<file path="config.mk">
export PLATFORM = sky130hd
export DESIGN_NAME = ysyx_23060236_dcache_ctrl_flat
export DESIGN_NICKNAME = d
export VERILOG_FILES = /design/src/rtl/ysyx_23060236_dcache_ctrl_if.sv /design/src/rtl/ysyx_23060236_dcache_ctrl.sv /design/src/flat_wrapper.sv
export SDC_FILE = /design/constraint.sdc
export NUM_CORES = 1
export LEC_CHECK = 0
export ABC_AREA = 1
export CAP_MARGIN = 15
export CORE_AREA = 2 2 170 172
export CTS_BUF_LIST = sky130_fd_sc_hd__clkbuf_16
export DETAILED_ROUTE_END_ITERATION = 6
export DIE_AREA = 0 0 172 174
export PLACE_DENSITY_LB_ADDON = 0.1
export SLEW_MARGIN = 5
export SYNTH_ARGS = -nofsm -noshare
export SYNTH_HDL_FRONTEND = slang
export SYNTH_SLANG_ARGS = --single-unit
</file>
<file path="constraint.sdc">
create_clock -name clock -period 4.25 [get_ports clock]
set_input_delay 0.85 -clock clock [delete_from_list [all_inputs] [get_ports clock]]
set_output_delay 0.85 -clock clock [all_outputs]
set_load 0.005 [all_outputs]
</file>
<file path="src/rtl/ysyx_23060236_dcache_ctrl_if.sv">
// Bundle of LSU request/response, cache-array and single-beat memory
// signals seen by the data-cache controller.
interface ysyx_23060236_dcache_ctrl_if;
   logic        req_valid;
   logic        req_ready;
   logic        req_wen;
   logic [31:0] req_addr;
   logic [31:0] req_wdata;
   logic [3:0]  req_wmask;
   logic        resp_valid;
   logic        resp_ready;
   logic [31:0] resp_rdata;
   logic [31:0] c_araddr;
   logic [31:0] c_rdata;
   logic        c_hit;
   logic [31:0] c_awaddr;
   logic [31:0] c_wdata;
   logic        c_wvalid;
   logic        c_dirty;
   logic        c_wdt;
   logic [25:0] c_reptag;
   logic [31:0] c_repdata;
   logic        mem_arvalid;
   logic        mem_arready;
   logic [31:0] mem_araddr;
   logic        mem_rvalid;
   logic        mem_rready;
   logic [31:0] mem_rdata;
   logic        mem_awvalid;
   logic        mem_awready;
   logic [31:0] mem_awaddr;
   logic        mem_wvalid;
   logic        mem_wready;
   logic [31:0] mem_wdata;
   logic [3:0]  mem_wstrb;
   logic        mem_bvalid;
   logic        mem_bready;

   modport master (
      input  req_valid, req_wen, req_addr, req_wdata, req_wmask,
      output req_ready,
      output resp_valid, resp_rdata,
      input  resp_ready,
      output c_araddr, c_awaddr, c_wdata, c_wvalid, c_dirty,
      input  c_rdata, c_hit, c_wdt, c_reptag, c_repdata,
      output mem_arvalid, mem_araddr, mem_rready,
      input  mem_arready, mem_rvalid, mem_rdata,
      output mem_awvalid, mem_awaddr, mem_wvalid, mem_wdata,
      output mem_wstrb, mem_bready,
      input  mem_awready, mem_wready, mem_bvalid
   );

   modport slave (
      output req_valid, req_wen, req_addr, req_wdata, req_wmask,
      input  req_ready,
      input  resp_valid, resp_rdata,
      output resp_ready,
      input  c_araddr, c_awaddr, c_wdata, c_wvalid, c_dirty,
      output c_rdata, c_hit, c_wdt, c_reptag, c_repdata,
      input  mem_arvalid, mem_araddr, mem_rready,
      output mem_arready, mem_rvalid, mem_rdata,
      input  mem_awvalid, mem_awaddr, mem_wvalid, mem_wdata,
      input  mem_wstrb, mem_bready,
      output mem_awready, mem_wready, mem_bvalid
   );
endinterface

</file>
<file path="src/rtl/ysyx_23060236_dcache_ctrl.sv">
// Controller for a 16-line direct-mapped write-back data cache:
// lookup, write-allocate refill, dirty write-back and uncached bypass.
module ysyx_23060236_dcache_ctrl #(
   parameter logic [31:0] CACHE_BASE = 32'h8000_0000,
   parameter logic [31:0] CACHE_SIZE = 32'h0800_0000
) (
   input logic clock,
   input logic reset,
   ysyx_23060236_dcache_ctrl_if.master bus
);

   typedef enum logic [3:0] {
      IDLE, LOOKUP, MRD_AR, MRD_R, FILL,
      WB_AW, WB_B, UNC_AW, UNC_B, RESP
   } state_e;

   state_e      state_q, state_d;
   logic        wen_q, wen_d;
   logic [31:0] addr_q, addr_d;
   logic [31:0] wdata_q, wdata_d;
   logic [3:0]  wmask_q, wmask_d;
   logic [31:0] rdata_q, rdata_d;
   logic        cach_q, cach_d;
   logic        aw_done_q, aw_done_d;
   logic        w_done_q, w_done_d;

   logic [32:0] win_lo, win_hi, req_ext;
   logic        req_cach;
   logic        aw_ok, w_ok;

   function automatic logic [31:0] merge(
      input logic [31:0] old,
      input logic [31:0] wd,
      input logic [3:0]  m
   );
      logic [31:0] r;
      for (int i = 0; i < 4; i++)
         r[8*i +: 8] = m[i] ? wd[8*i +: 8] : old[8*i +: 8];
      return r;
   endfunction

   // Cacheable window check, 33-bit so base+size cannot wrap
   always_comb begin
      win_lo   = {1'b0, CACHE_BASE};
      win_hi   = {1'b0, CACHE_BASE} + {1'b0, CACHE_SIZE};
      req_ext  = {1'b0, bus.req_addr};
      req_cach = (req_ext >= win_lo) && (req_ext < win_hi);
   end

   // State and request registers
   always_ff @(posedge clock) begin
      if (reset) begin
         state_q   <= IDLE;
         wen_q     <= 1'b0;
         addr_q    <= '0;
         wdata_q   <= '0;
         wmask_q   <= '0;
         rdata_q   <= '0;
         cach_q    <= 1'b0;
         aw_done_q <= 1'b0;
         w_done_q  <= 1'b0;
      end else begin
         state_q   <= state_d;
         wen_q     <= wen_d;
         addr_q    <= addr_d;
         wdata_q   <= wdata_d;
         wmask_q   <= wmask_d;
         rdata_q   <= rdata_d;
         cach_q    <= cach_d;
         aw_done_q <= aw_done_d;
         w_done_q  <= w_done_d;
      end
   end

   // Next-state and output decode
   always_comb begin
      state_d   = state_q;
      wen_d     = wen_q;
      addr_d    = addr_q;
      wdata_d   = wdata_q;
      wmask_d   = wmask_q;
      rdata_d   = rdata_q;
      cach_d    = cach_q;
      aw_done_d = aw_done_q;
      w_done_d  = w_done_q;

      bus.req_ready   = 1'b0;
      bus.resp_valid  = 1'b0;
      bus.resp_rdata  = rdata_q;
      bus.c_araddr    = addr_q;
      bus.c_awaddr    = addr_q;
      bus.c_wdata     = rdata_q;
      bus.c_wvalid    = 1'b0;
      bus.c_dirty     = 1'b0;
      bus.mem_arvalid = 1'b0;
      bus.mem_araddr  = addr_q;
      bus.mem_rready  = 1'b0;
      bus.mem_awvalid = 1'b0;
      bus.mem_awaddr  = addr_q;
      bus.mem_wvalid  = 1'b0;
      bus.mem_wdata   = wdata_q;
      bus.mem_wstrb   = wmask_q;
      bus.mem_bready  = 1'b0;

      // AW and W retire independently; a channel is "ok" once its
      // handshake has happened now or in an earlier cycle.
      aw_ok = aw_done_q | bus.mem_awready;
      w_ok  = w_done_q | bus.mem_wready;

      unique case (state_q)
         IDLE: begin
            bus.req_ready = 1'b1;
            aw_done_d     = 1'b0;
            w_done_d      = 1'b0;
            if (bus.req_valid) begin
               wen_d   = bus.req_wen;
               addr_d  = bus.req_addr;
               wdata_d = bus.req_wdata;
               wmask_d = bus.req_wmask;
               cach_d  = req_cach;
               if (req_cach)
                  state_d = LOOKUP;
               else if (bus.req_wen)
                  state_d = UNC_AW;
               else
                  state_d = MRD_AR;
            end
         end
         LOOKUP: begin
            if (bus.c_hit) begin
               if (wen_q) begin
                  bus.c_wvalid = 1'b1;
                  bus.c_wdata  = merge(bus.c_rdata, wdata_q, wmask_q);
                  bus.c_dirty  = 1'b1;
               end else begin
                  rdata_d = bus.c_rdata;
               end
               state_d = RESP;
            end else begin
               state_d = MRD_AR;
            end
         end
         MRD_AR: begin
            bus.mem_arvalid = 1'b1;
            if (bus.mem_arready)
               state_d = MRD_R;
         end
         MRD_R: begin
            bus.mem_rready = 1'b1;
            if (bus.mem_rvalid) begin
               rdata_d = bus.mem_rdata;
               state_d = cach_q ? FILL : RESP;
            end
         end
         FILL: begin
            bus.c_wvalid = 1'b1;
            bus.c_wdata  = wen_q ? merge(rdata_q, wdata_q, wmask_q)
                                 : rdata_q;
            bus.c_dirty  = wen_q;
            // c_wdt still reflects the pre-write victim this cycle
            state_d = bus.c_wdt ? WB_AW : RESP;
         end
         WB_AW, UNC_AW: begin
            bus.mem_awvalid = ~aw_done_q;
            bus.mem_wvalid  = ~w_done_q;
            if (state_q == WB_AW) begin
               bus.mem_awaddr = {bus.c_reptag, addr_q[5:2], 2'b00};
               bus.mem_wdata  = bus.c_repdata;
               bus.mem_wstrb  = 4'hF;
            end
            aw_done_d = aw_ok;
            w_done_d  = w_ok;
            if (aw_ok && w_ok) begin
               aw_done_d = 1'b0;
               w_done_d  = 1'b0;
               state_d   = (state_q == WB_AW) ? WB_B : UNC_B;
            end
         end
         WB_B, UNC_B: begin
            bus.mem_bready = 1'b1;
            if (bus.mem_bvalid)
               state_d = RESP;
         end
         RESP: begin
            bus.resp_valid = 1'b1;
            if (bus.resp_ready)
               state_d = IDLE;
         end
         default: state_d = IDLE;
      endcase
   end

endmodule

</file>
<file path="src/flat_wrapper.sv">
// flat-port wrapper written by rule: the top's interface ports become plain ports
module ysyx_23060236_dcache_ctrl_flat 
#(
   parameter logic [31:0] CACHE_BASE = 32'h8000_0000,
   parameter logic [31:0] CACHE_SIZE = 32'h0800_0000
)
  (clock, reset, bus_req_valid, bus_req_wen, bus_req_addr, bus_req_wdata, bus_req_wmask, bus_req_ready, bus_resp_valid, bus_resp_rdata, bus_resp_ready, bus_c_araddr, bus_c_awaddr, bus_c_wdata, bus_c_wvalid, bus_c_dirty, bus_c_rdata, bus_c_hit, bus_c_wdt, bus_c_reptag, bus_c_repdata, bus_mem_arvalid, bus_mem_araddr, bus_mem_rready, bus_mem_arready, bus_mem_rvalid, bus_mem_rdata, bus_mem_awvalid, bus_mem_awaddr, bus_mem_wvalid, bus_mem_wdata, bus_mem_wstrb, bus_mem_bready, bus_mem_awready, bus_mem_wready, bus_mem_bvalid);
  ysyx_23060236_dcache_ctrl_if bus_i ();
  input logic clock;
  input logic reset;
  input wire logic [$bits(bus_i.req_valid)-1:0] bus_req_valid;
  input wire logic [$bits(bus_i.req_wen)-1:0] bus_req_wen;
  input wire logic [$bits(bus_i.req_addr)-1:0] bus_req_addr;
  input wire logic [$bits(bus_i.req_wdata)-1:0] bus_req_wdata;
  input wire logic [$bits(bus_i.req_wmask)-1:0] bus_req_wmask;
  output wire logic [$bits(bus_i.req_ready)-1:0] bus_req_ready;
  output wire logic [$bits(bus_i.resp_valid)-1:0] bus_resp_valid;
  output wire logic [$bits(bus_i.resp_rdata)-1:0] bus_resp_rdata;
  input wire logic [$bits(bus_i.resp_ready)-1:0] bus_resp_ready;
  output wire logic [$bits(bus_i.c_araddr)-1:0] bus_c_araddr;
  output wire logic [$bits(bus_i.c_awaddr)-1:0] bus_c_awaddr;
  output wire logic [$bits(bus_i.c_wdata)-1:0] bus_c_wdata;
  output wire logic [$bits(bus_i.c_wvalid)-1:0] bus_c_wvalid;
  output wire logic [$bits(bus_i.c_dirty)-1:0] bus_c_dirty;
  input wire logic [$bits(bus_i.c_rdata)-1:0] bus_c_rdata;
  input wire logic [$bits(bus_i.c_hit)-1:0] bus_c_hit;
  input wire logic [$bits(bus_i.c_wdt)-1:0] bus_c_wdt;
  input wire logic [$bits(bus_i.c_reptag)-1:0] bus_c_reptag;
  input wire logic [$bits(bus_i.c_repdata)-1:0] bus_c_repdata;
  output wire logic [$bits(bus_i.mem_arvalid)-1:0] bus_mem_arvalid;
  output wire logic [$bits(bus_i.mem_araddr)-1:0] bus_mem_araddr;
  output wire logic [$bits(bus_i.mem_rready)-1:0] bus_mem_rready;
  input wire logic [$bits(bus_i.mem_arready)-1:0] bus_mem_arready;
  input wire logic [$bits(bus_i.mem_rvalid)-1:0] bus_mem_rvalid;
  input wire logic [$bits(bus_i.mem_rdata)-1:0] bus_mem_rdata;
  output wire logic [$bits(bus_i.mem_awvalid)-1:0] bus_mem_awvalid;
  output wire logic [$bits(bus_i.mem_awaddr)-1:0] bus_mem_awaddr;
  output wire logic [$bits(bus_i.mem_wvalid)-1:0] bus_mem_wvalid;
  output wire logic [$bits(bus_i.mem_wdata)-1:0] bus_mem_wdata;
  output wire logic [$bits(bus_i.mem_wstrb)-1:0] bus_mem_wstrb;
  output wire logic [$bits(bus_i.mem_bready)-1:0] bus_mem_bready;
  input wire logic [$bits(bus_i.mem_awready)-1:0] bus_mem_awready;
  input wire logic [$bits(bus_i.mem_wready)-1:0] bus_mem_wready;
  input wire logic [$bits(bus_i.mem_bvalid)-1:0] bus_mem_bvalid;
  assign bus_i.req_valid = bus_req_valid;
  assign bus_i.req_wen = bus_req_wen;
  assign bus_i.req_addr = bus_req_addr;
  assign bus_i.req_wdata = bus_req_wdata;
  assign bus_i.req_wmask = bus_req_wmask;
  assign bus_req_ready = bus_i.req_ready;
  assign bus_resp_valid = bus_i.resp_valid;
  assign bus_resp_rdata = bus_i.resp_rdata;
  assign bus_i.resp_ready = bus_resp_ready;
  assign bus_c_araddr = bus_i.c_araddr;
  assign bus_c_awaddr = bus_i.c_awaddr;
  assign bus_c_wdata = bus_i.c_wdata;
  assign bus_c_wvalid = bus_i.c_wvalid;
  assign bus_c_dirty = bus_i.c_dirty;
  assign bus_i.c_rdata = bus_c_rdata;
  assign bus_i.c_hit = bus_c_hit;
  assign bus_i.c_wdt = bus_c_wdt;
  assign bus_i.c_reptag = bus_c_reptag;
  assign bus_i.c_repdata = bus_c_repdata;
  assign bus_mem_arvalid = bus_i.mem_arvalid;
  assign bus_mem_araddr = bus_i.mem_araddr;
  assign bus_mem_rready = bus_i.mem_rready;
  assign bus_i.mem_arready = bus_mem_arready;
  assign bus_i.mem_rvalid = bus_mem_rvalid;
  assign bus_i.mem_rdata = bus_mem_rdata;
  assign bus_mem_awvalid = bus_i.mem_awvalid;
  assign bus_mem_awaddr = bus_i.mem_awaddr;
  assign bus_mem_wvalid = bus_i.mem_wvalid;
  assign bus_mem_wdata = bus_i.mem_wdata;
  assign bus_mem_wstrb = bus_i.mem_wstrb;
  assign bus_mem_bready = bus_i.mem_bready;
  assign bus_i.mem_awready = bus_mem_awready;
  assign bus_i.mem_wready = bus_mem_wready;
  assign bus_i.mem_bvalid = bus_mem_bvalid;
  ysyx_23060236_dcache_ctrl #(.CACHE_BASE(CACHE_BASE), .CACHE_SIZE(CACHE_SIZE)) u_core (.clock(clock), .reset(reset), .bus(bus_i));
endmodule
</file>
==> metrics.txt, run 1 <==
final wirelength=32.19 mm; vias in the first global route=7953; Lkg Pwr=4.253 nW; final clock skew=9.326 ps; # clock sinks=108; Core Footprint=0.02824 mm^2; first-pass GRT wire length=47.52 mm; Critical R2R Capture=u_core.bus.resp_rdata[1]; FMAX=253.8 MHz; die footprint=0.02993 mm^2; cell count after synthesis=1092; Final #Nets=1620; VDD IR max=187.9 uV; Vias/cell=4.573; crit path cell chain=clkdlybuf4s50_1 > nand2_1 > buf_4 > a21oi_1 > o21ai_0 > o21ai_0 > nand2_1 > o221ai_1 > clkdlybuf4s50_1; via count=8263; Final Cycle Share=0.9269; hpwl dp=24.21 mm; Crit path arrival time=3090 ps; H-tree depth=3; CTS buffer count=9; chip height=174 um; Finished Layout Cells=1807; CTS Root Buffer Type=clkbuf_16; clk slew on worst S/H paths=70 ps; Post-Syn Area=0.006883 mm^2; post-synthesis sequential area ratio=0.3141; area delta synth->final=66.02%; Post-CTS Setup Inserts=0; Initial Util=0.2438; status=finished, final reports clean; Syn. warnings=0; HP Class=reg -> reg; Hold Crit Depth=2; Post-DRT Antenna Nets=0; Slowest-stage cell, CP=clkdlybuf4s50_1; cts hold-fix bufs=0; Max-slew headroom=0.3164; flop-to-flop setup slack=1460 ps; clk_lat worst skew=360 ps; Congestion Overflow GR=0; pre-CTS worst setup slack=327.3 ps; share of post-route cells with drive strength above 1=0.03237; PD cells=538.0 mW/mm^2; commonest cells after routing, fill and taps aside=clkdlybuf4s50_1, nand2_1, o21ai_0, inv_1, dfxtp_1; Max Cap Viol=0; Post-Route Setup TNS=0 ps; Die Wd=172 um; DR pass1 iterations=6; Syn Nets=1294; Startpoint Class=input pin; crit-path leading delay family=buffers and inverters; unique cell type count in the Yosys netlist=22; Slew Limit Fails=0; gp weighted congestion=0.8493; CTS max path bufs=2; max incr delay on CP=570 ps; Avg Cell Area, Syn=6.303 um^2; CTS tree=yes; RSZ-0062 raised after global routing=no; antenna violations before repair=3; Worst R2R Path Depth=7; placed cells=1791; worst-path maximum fanout=11; endpoint class of the critical path=output pin; Final Hold Slack=483.0 ps; GRT Overall Usage=0.2084; Worst Tran Pin Value=1025 ps; final hold violations=0; fin util=0.4047; CP bufs+invs=3; number of port buffers=438; row count=62; pin count of the biggest net entering global routing=82; #FFs+latches synth=108; Post-DP Area=0.01109 mm^2; Worst EP required=3400 ps; Final min period=3939 ps; WS Path Type=in -> out; Final Worst Setup Slack=310.5 ps; Ports=439; most common cell after layout, fill and taps aside=clkdlybuf4s50_1; r2r startpoint=u_core.state_q[2]; initial DRC count=427; hold_sp=u_core.bus.resp_rdata[7]; Hold Crit Endpoint=u_core.bus.resp_rdata[7]; WL per Instance=17.81 um; Pwr Total=6.148 mW; Final Cell Area=0.01143 mm^2; DRC viols=0; Post-CTS Resized=0; count of final setup violators=0
==> state kept, by name, summed over array words and instances (netlist names) <==
register,flops
u_core.aw_done_q,1
u_core.bus.c_araddr,32
u_core.bus.resp_rdata,32
u_core.cach_q,1
u_core.state_q,4
u_core.w_done_q,1
u_core.wdata_q,32
u_core.wen_q,1
u_core.wmask_q,4
==> cells in the mapped netlist <==
master    count  share of area
o221ai_1     32          0.041
o21ai_0     124          0.090
nand4_1       3         0.0027
nand2_1     303           0.17
inv_2         3         0.0016
nand2_4       1         0.0016
a21oi_1      78          0.057
nand3b_1      2         0.0022
nand3_2       1         0.0015
buf_1         3         0.0016
buf_2        10         0.0073
nand3_1      16          0.012
nor2_2        4         0.0036
nor2_1       87          0.047
inv_1       120          0.065
a211oi_1     65          0.071
nor2_4        2         0.0033
nand2_2       5         0.0045
o21ai_2       1         0.0013
dfxtp_1     108           0.31
buf_4        71          0.077
clkbuf_1     53          0.029
==> how the worst max path moves through the flow <==
stage,startpoint,end,slack [ps],depth (start not counted)
6_report,bus_c_hit,bus_c_wdata[16],310,9
5_1_grt,bus_c_hit,bus_c_wdata[16],140,9
4_1_cts,bus_c_hit,bus_c_wdata[17],310,9
3_5_place_dp,bus_c_hit,bus_c_wdata[17],330,9
3_3_place_gp,bus_c_hit,bus_c_wdata[17],330,9
2_1_floorplan,bus_c_hit,bus_c_wdata[0],1750,7
==> report_power, final <==
group / internal, mW / switching [mW] / leakage (nW)
clock: 0.571 / 0.412 / 0.163
sequential: 1.33 / 0.276 / 0.887
combinational: 1.84 / 1.72 / 3.20
total: 3.74 / 2.41 / 4.25
==> metal layers <==
layer,vias up,share of wire,track usage
li1,4148,-,-
met1,3733,0.40,0.2431
met2,350,0.50,0.3748
met3,30,0.080,0.05237
met4,2,0.019,0.05707
met5,-,0.00040,0
==> cell type report <==
cell class | count | area (um^2)
clock inverter | 5 | 102.6
inverter | 123 | 461.7
clock buffer | 9 | 225.2
tap | 384 | 480.5
sequential | 108 | 2162
multi-input combinational | 724 | 3478
timing repair buffer | 452 | 4512
fill | 3011 | 16810
antenna | 2 | 5.005
==> worst register-to-register path, delay by kind of cell (launching register included) <==
family | cells | cell delay (ps)
simple gates | 5 | 1580
buf+inv | 1 | 580
flops | 1 | 360
compound gates | 1 | 190
==> cell families (layout without fill, tap and decap cells) <==
kind of cell / after synthesis / in the layout / share of synthesized area
other: 0 / 2 / 0
AOI/OAI and AO/OA: 300 / 300 / 0.2598
and+or+nand+nor: 424 / 424 / 0.2438
DFF: 108 / 108 / 0.3141
buffers and inverters: 260 / 589 / 0.1823
Power figures use the tool's default switching activity.
==> run 2: changes to the inputs <==
--- a/config.mk
+++ b/config.mk
@@ -8,7 +8,6 @@
 export ABC_AREA = 1
 export CAP_MARGIN = 15
 export CORE_AREA = 2 2 170 172
-export CTS_BUF_LIST = sky130_fd_sc_hd__clkbuf_16
 export DETAILED_ROUTE_END_ITERATION = 6
 export DIE_AREA = 0 0 172 174
 export PLACE_DENSITY_LB_ADDON = 0.1
==> run 2 against run 1 <==
Non-clock buffer count stayed put. Global-route usage hardly changed. Sequential cell count stayed put. First-iteration DRC count is 7.0% higher. Die area stayed put. Routed wire length is 0.17% higher. Count of clock-buffer cells in the layout is 1 higher. Critical path depth stayed put. Worst hold slack hardly changed. Sequential share of layout area stayed put. Register-to-register slack hardly changed. Maximum frequency is 0.31% lower.
==> metrics.txt, run 2 (synthesis gave the netlist of run 1 again) <==
Final min period=3952 ps (+12.32 ps); Startpoint Class=input pin; number of port buffers=438 (unchanged); WS Path Type=in -> out; worst-path maximum fanout=11 (unchanged); HP Class=reg -> reg; crit path cell chain=clkdlybuf4s50_1 > nand2_1 > buf_4 > a21oi_1 > o21ai_0 > o21ai_0 > nand2_1 > o221ai_1 > clkdlybuf4s50_1; row count=62 (unchanged); crit-path leading delay family=buffers and inverters; H-tree depth=3 (unchanged); Final Hold Slack=482.9 ps (-0.08000 ps); status=finished, final reports clean; antenna violations before repair=3 (unchanged); Slowest-stage cell, CP=clkdlybuf4s50_1; # clock sinks=108 (unchanged); VDD IR max=189.4 uV (+0.80%); vias in the first global route=7949 (-0.050%); Crit path arrival time=3100 ps (about the same); Post-DRT Antenna Nets=0 (unchanged); Max Cap Viol=0 (unchanged); clk_lat worst skew=360 ps (about the same); register area=0.002162 mm^2 (unchanged); Post-DP Area=0.01109 mm^2 (unchanged); final clock skew=9.918 ps (+0.5915 ps); final wirelength=32.24 mm (+0.17%); commonest cells after routing, fill and taps aside=clkdlybuf4s50_1, nand2_1, o21ai_0, inv_1, dfxtp_1; CTS buffer count=9 (unchanged); WL per Instance=17.84 um (+0.17%); Post-Route Setup TNS=0 ps (unchanged); Final Cycle Share=0.9298 (+0.002900); Max-slew headroom=0.3150 (-0.001448); Worst EP required=3400 ps (about the same); first-pass GRT wire length=47.51 mm (about the same); Filler Cells Inserted=3011 (unchanged); pin count of the biggest net entering global routing=82 (unchanged); RSZ-0062 raised after global routing=no; Pwr Total=6.153 mW (about the same); initial DRC count=457 (+7.0%); CTS max path bufs=2 (unchanged); Final Worst Setup Slack=298.2 ps (-12.32 ps); max incr delay on CP=570 ps (about the same); GRT Overall Usage=0.2084 (about the same); hpwl dp=24.21 mm (unchanged); Post-CTS Setup Inserts=0 (unchanged); chip height=174 um (unchanged); Ports=439 (unchanged); placed cells=1791 (unchanged); Final #Nets=1620 (unchanged); DRC viols=0 (unchanged); Final Cell Area=0.01143 mm^2 (unchanged); Post-CTS Resized=0 (unchanged); Core Footprint=0.02824 mm^2 (unchanged); Finished Layout Cells=1807 (unchanged); Die Wd=172 um (unchanged); clk slew on worst S/H paths=70 ps (about the same); CTS tree=yes; Initial Util=0.2438 (unchanged); via count=8291 (+0.34%); most common cell after layout, fill and taps aside=clkdlybuf4s50_1; final hold violations=0 (unchanged); fin util=0.4047 (unchanged); share of post-route cells with drive strength above 1=0.03237 (unchanged); Vias/cell=4.588 (+0.34%); PD cells=538.5 mW/mm^2 (about the same); cts hold-fix bufs=0 (unchanged); pre-CTS worst setup slack=327.3 ps (unchanged); CTS Root Buffer Type=clkbuf_16; Congestion Overflow GR=0 (unchanged); count of final setup violators=0 (unchanged); area delta synth->final=66.02% (unchanged); multi-input logic area=0.003478 mm^2 (unchanged); gp weighted congestion=0.8493 (unchanged); Lkg Pwr=4.249 nW (about the same); FMAX=253.0 MHz (-0.31%); Slew Limit Fails=0 (unchanged); DR pass1 iterations=6 (unchanged); die footprint=0.02993 mm^2 (unchanged); endpoint class of the critical path=output pin; CP bufs+invs=3 (unchanged); Worst Tran Pin Value=1028 ps (+2.172 ps)
run 2: changes by cell type in the layout (fill, tap and decap cells not counted):
| cell | change |
|---|---|
| clkbuf_1 | +1 |
| inv_1 | -1 |
run 2: final cells by class:
type,count,area share
clock inverter,4,0.008650
tap,384,0.04205
sequential,108,0.1892
inverter,123,0.04040
clock buffer,10,0.02004
multi-input combinational,724,0.3044
timing repair buffer,452,0.3948
antenna,2,0.0004380
run 2: path summary, 6_finish.rpt:
path                            slack [ps]                startpoint  cells after the start                        to
worst min-delay path                   480  u_core.bus.resp_rdata[7]                      2  u_core.bus.resp_rdata[7]
worst min register to register         480  u_core.bus.resp_rdata[7]                      2  u_core.bus.resp_rdata[7]
worst max register to register        1460         u_core.state_q[2]                      7  u_core.bus.resp_rdata[1]
worst max-delay path                   300                 bus_c_hit                      9           bus_c_wdata[16]
run 2: tightest hold or removal path, delay by kind of cell, from the launching register on:
| family | cells | cell delay (ps) |
|---|---|---|
| compound gates | 1 | 50 |
| simple gates | 1 | 60 |
| flops | 1 | 320 |
run 2: where the power goes:
| part | leakage [nW] | internal, mW | switching, mW | total, mW |
|---|---|---|---|---|
| logic | 3.20 | 1.84 | 1.73 | 3.57 |
| clock network | 0.159 | 0.574 | 0.411 | 0.984 |
| registers | 0.887 | 1.33 | 0.276 | 1.60 |
| total | 4.25 | 3.74 | 2.41 | 6.15 |
run 2: routing by layer:
metal,vias up,GRT usage,wire length (um)
met4,2,0.05707,619
met5,-,0,13
met3,30,0.05237,2523
met1,3764,0.2429,13040
met2,348,0.3748,16040
li1,4147,-,-
==> run 3: changes to the inputs <==
==> constraint.sdc (replaced) <==
create_clock -name clock -period 4.25 [get_ports clock]
set_input_delay 0.85 -clock clock [delete_from_list [all_inputs] [get_ports clock]]
set_output_delay 0.85 -clock clock [all_outputs]
set_load 0.05 [all_outputs]
==> run 3 against run 2 <==
Register-to-register slack improved by 60 ps. Count of clock-buffer cells in the layout rose by 1. First-iteration DRC count rose by 2.4%. Critical path type unchanged.
==> metrics.txt, run 3 (synthesis gave the netlist of run 1 again) <==
RSZ-0062 raised after global routing=no; row count=62 (unchanged); CP Launch Point=bus_c_hit; H-tree depth=3 (unchanged); Slew Limit Fails=0 (unchanged); # clock sinks=108 (unchanged); Final Cycle Share=0.8582 (-0.07160); Core Footprint=0.02824 mm^2 (unchanged); Max Cap Viol=0 (unchanged); via count=8235 (-0.68%); Ports=439 (unchanged); number of port buffers=438 (unchanged); FMAX=274.2 MHz (+8.3%); Worst EP required=3400 ps (about the same); WL per Instance=17.59 um (-1.4%); cts hold-fix bufs=0 (unchanged); Worst Tran Pin Value=882.5 ps (-145.0 ps); share of post-route cells with drive strength above 1=0.05152 (+0.01915); area delta synth->final=63.68%; Final #Nets=1615 (-0.31%); max incr delay on CP=450 ps (-120 ps); final clock skew=14.78 ps (+4.861 ps); Slowest-stage cell, CP=clkdlybuf4s50_1; CTS buffer count=9 (unchanged); Startpoint Class=input pin; first-pass GRT wire length=47.27 mm (-0.52%); initial DRC count=468 (+2.4%); Post-Route Setup TNS=0 ps (unchanged); count of final setup violators=0 (unchanged); gp weighted congestion=0.8419 (-0.87%); vias in the first global route=7805 (-1.8%); Die Wd=172 um (unchanged); Lkg Pwr=4.263 nW (+0.33%); DR pass1 iterations=5 (-1); Post-CTS Resized=0 (unchanged); Max-slew headroom=0.4103 (+0.09528); chip height=174 um (unchanged); HP Class=reg -> reg; fin util=0.3990 (-0.005716); status=finished, final reports clean; clk_lat worst skew=350 ps (about the same); hpwl dp=23.90 mm (-1.3%); crit-path leading delay family=buffers and inverters; Initial Util=0.2438 (unchanged); CTS Root Buffer Type=clkbuf_16; Pwr Total=8.463 mW (+38%); VDD IR max=269.7 uV (+42%); final hold violations=0 (unchanged); most common cell after layout, fill and taps aside=clkdlybuf4s50_1; Crit path arrival time=2800 ps (-300 ps); Post-CTS Setup Inserts=0 (unchanged); pin count of the biggest net entering global routing=83 (+1.2%); CTS max path bufs=2 (unchanged); crit path cell chain=clkdlybuf4s50_1 > nand2_1 > buf_4 > a21oi_1 > o21ai_0 > o21ai_0 > nand2_1 > o221ai_1 > buf_4; Final min period=3648 ps (-304.3 ps); clk slew on worst S/H paths=80 ps (about the same); r2r startpoint=u_core.state_q[2]; PD cells=751.2 mW/mm^2 (+40%); die footprint=0.02993 mm^2 (unchanged); hold_sp=u_core.bus.resp_rdata[21]; Congestion Overflow GR=0 (unchanged); endpoint class of the critical path=output pin; Post-DRT Antenna Nets=0 (unchanged); CTS tree=yes; antenna violations before repair=3 (unchanged); DRC viols=0 (unchanged); WS Path Type=in -> out; Final Hold Slack=482.2 ps (-0.6890 ps); commonest cells after routing, fill and taps aside=clkdlybuf4s50_1, nand2_1, o21ai_0, inv_1, dfxtp_1; worst-path maximum fanout=24 (+13); CP bufs+invs=3 (unchanged); GRT Overall Usage=0.2065 (-0.001890); final wirelength=31.72 mm (-1.6%); Vias/cell=4.567 (-0.46%)
[run 3: where the power goes]
part	switching, mW	internal (mW)
registers	0.288	1.33
clock network	0.406	0.456
logic	4.19	1.80
total	4.88	3.58
[run 3: through the flow]
step / cells / cell area [um^2] / worst slack (ps)
2_1_floorplan: 1092 / 6883 / 1109
3_3_place_gp: 1786 / 10980 / 650.3
3_5_place_dp: 1786 / 10980 / 620.5
4_1_cts: 1801 / 11260 / 617.2
5_1_grt: 1802 / 11260 / 385.3
6_report: 1803 / 11270 / 602.5
[run 3: path summary, 6_finish.rpt]
path                               end  slack (ps)  cells past startpoint
max                     bus_c_wdata[6]         600                      9
min          u_core.bus.resp_rdata[21]         480                      2
max reg2reg  u_core.bus.resp_rdata[29]        1520                      7
min reg2reg  u_core.bus.resp_rdata[21]         480                      2
[run 3: per-layer routing]
metal	GRT usage	part of all wire	vias up
met5	0	0.00035	-
met1	0.2465	0.41	3744
met4	0.05777	0.019	2
met3	0.04827	0.076	31
li1	-	-	4145
met2	0.3666	0.50	313
[run 3: area by class of cell]
type                       instances  area, um^2
antenna                            2       5.005
clock buffer                      11       232.7
clock inverter                     4       51.30
fill                            3044       16970
inverter                         123       461.7
multi-input combinational        724        3478
sequential                       108        2162
tap                              384       480.5
timing repair buffer             447        4394
[run 3: worst reg2reg max path: stages (launching register included)]
cell and delay, ps:
dfxtp_1 370, nor2_2 300, nand2_2 250, inv_2 600
nand2_1 230, nand3_2 620, nand2_1 120, a21oi_1 170
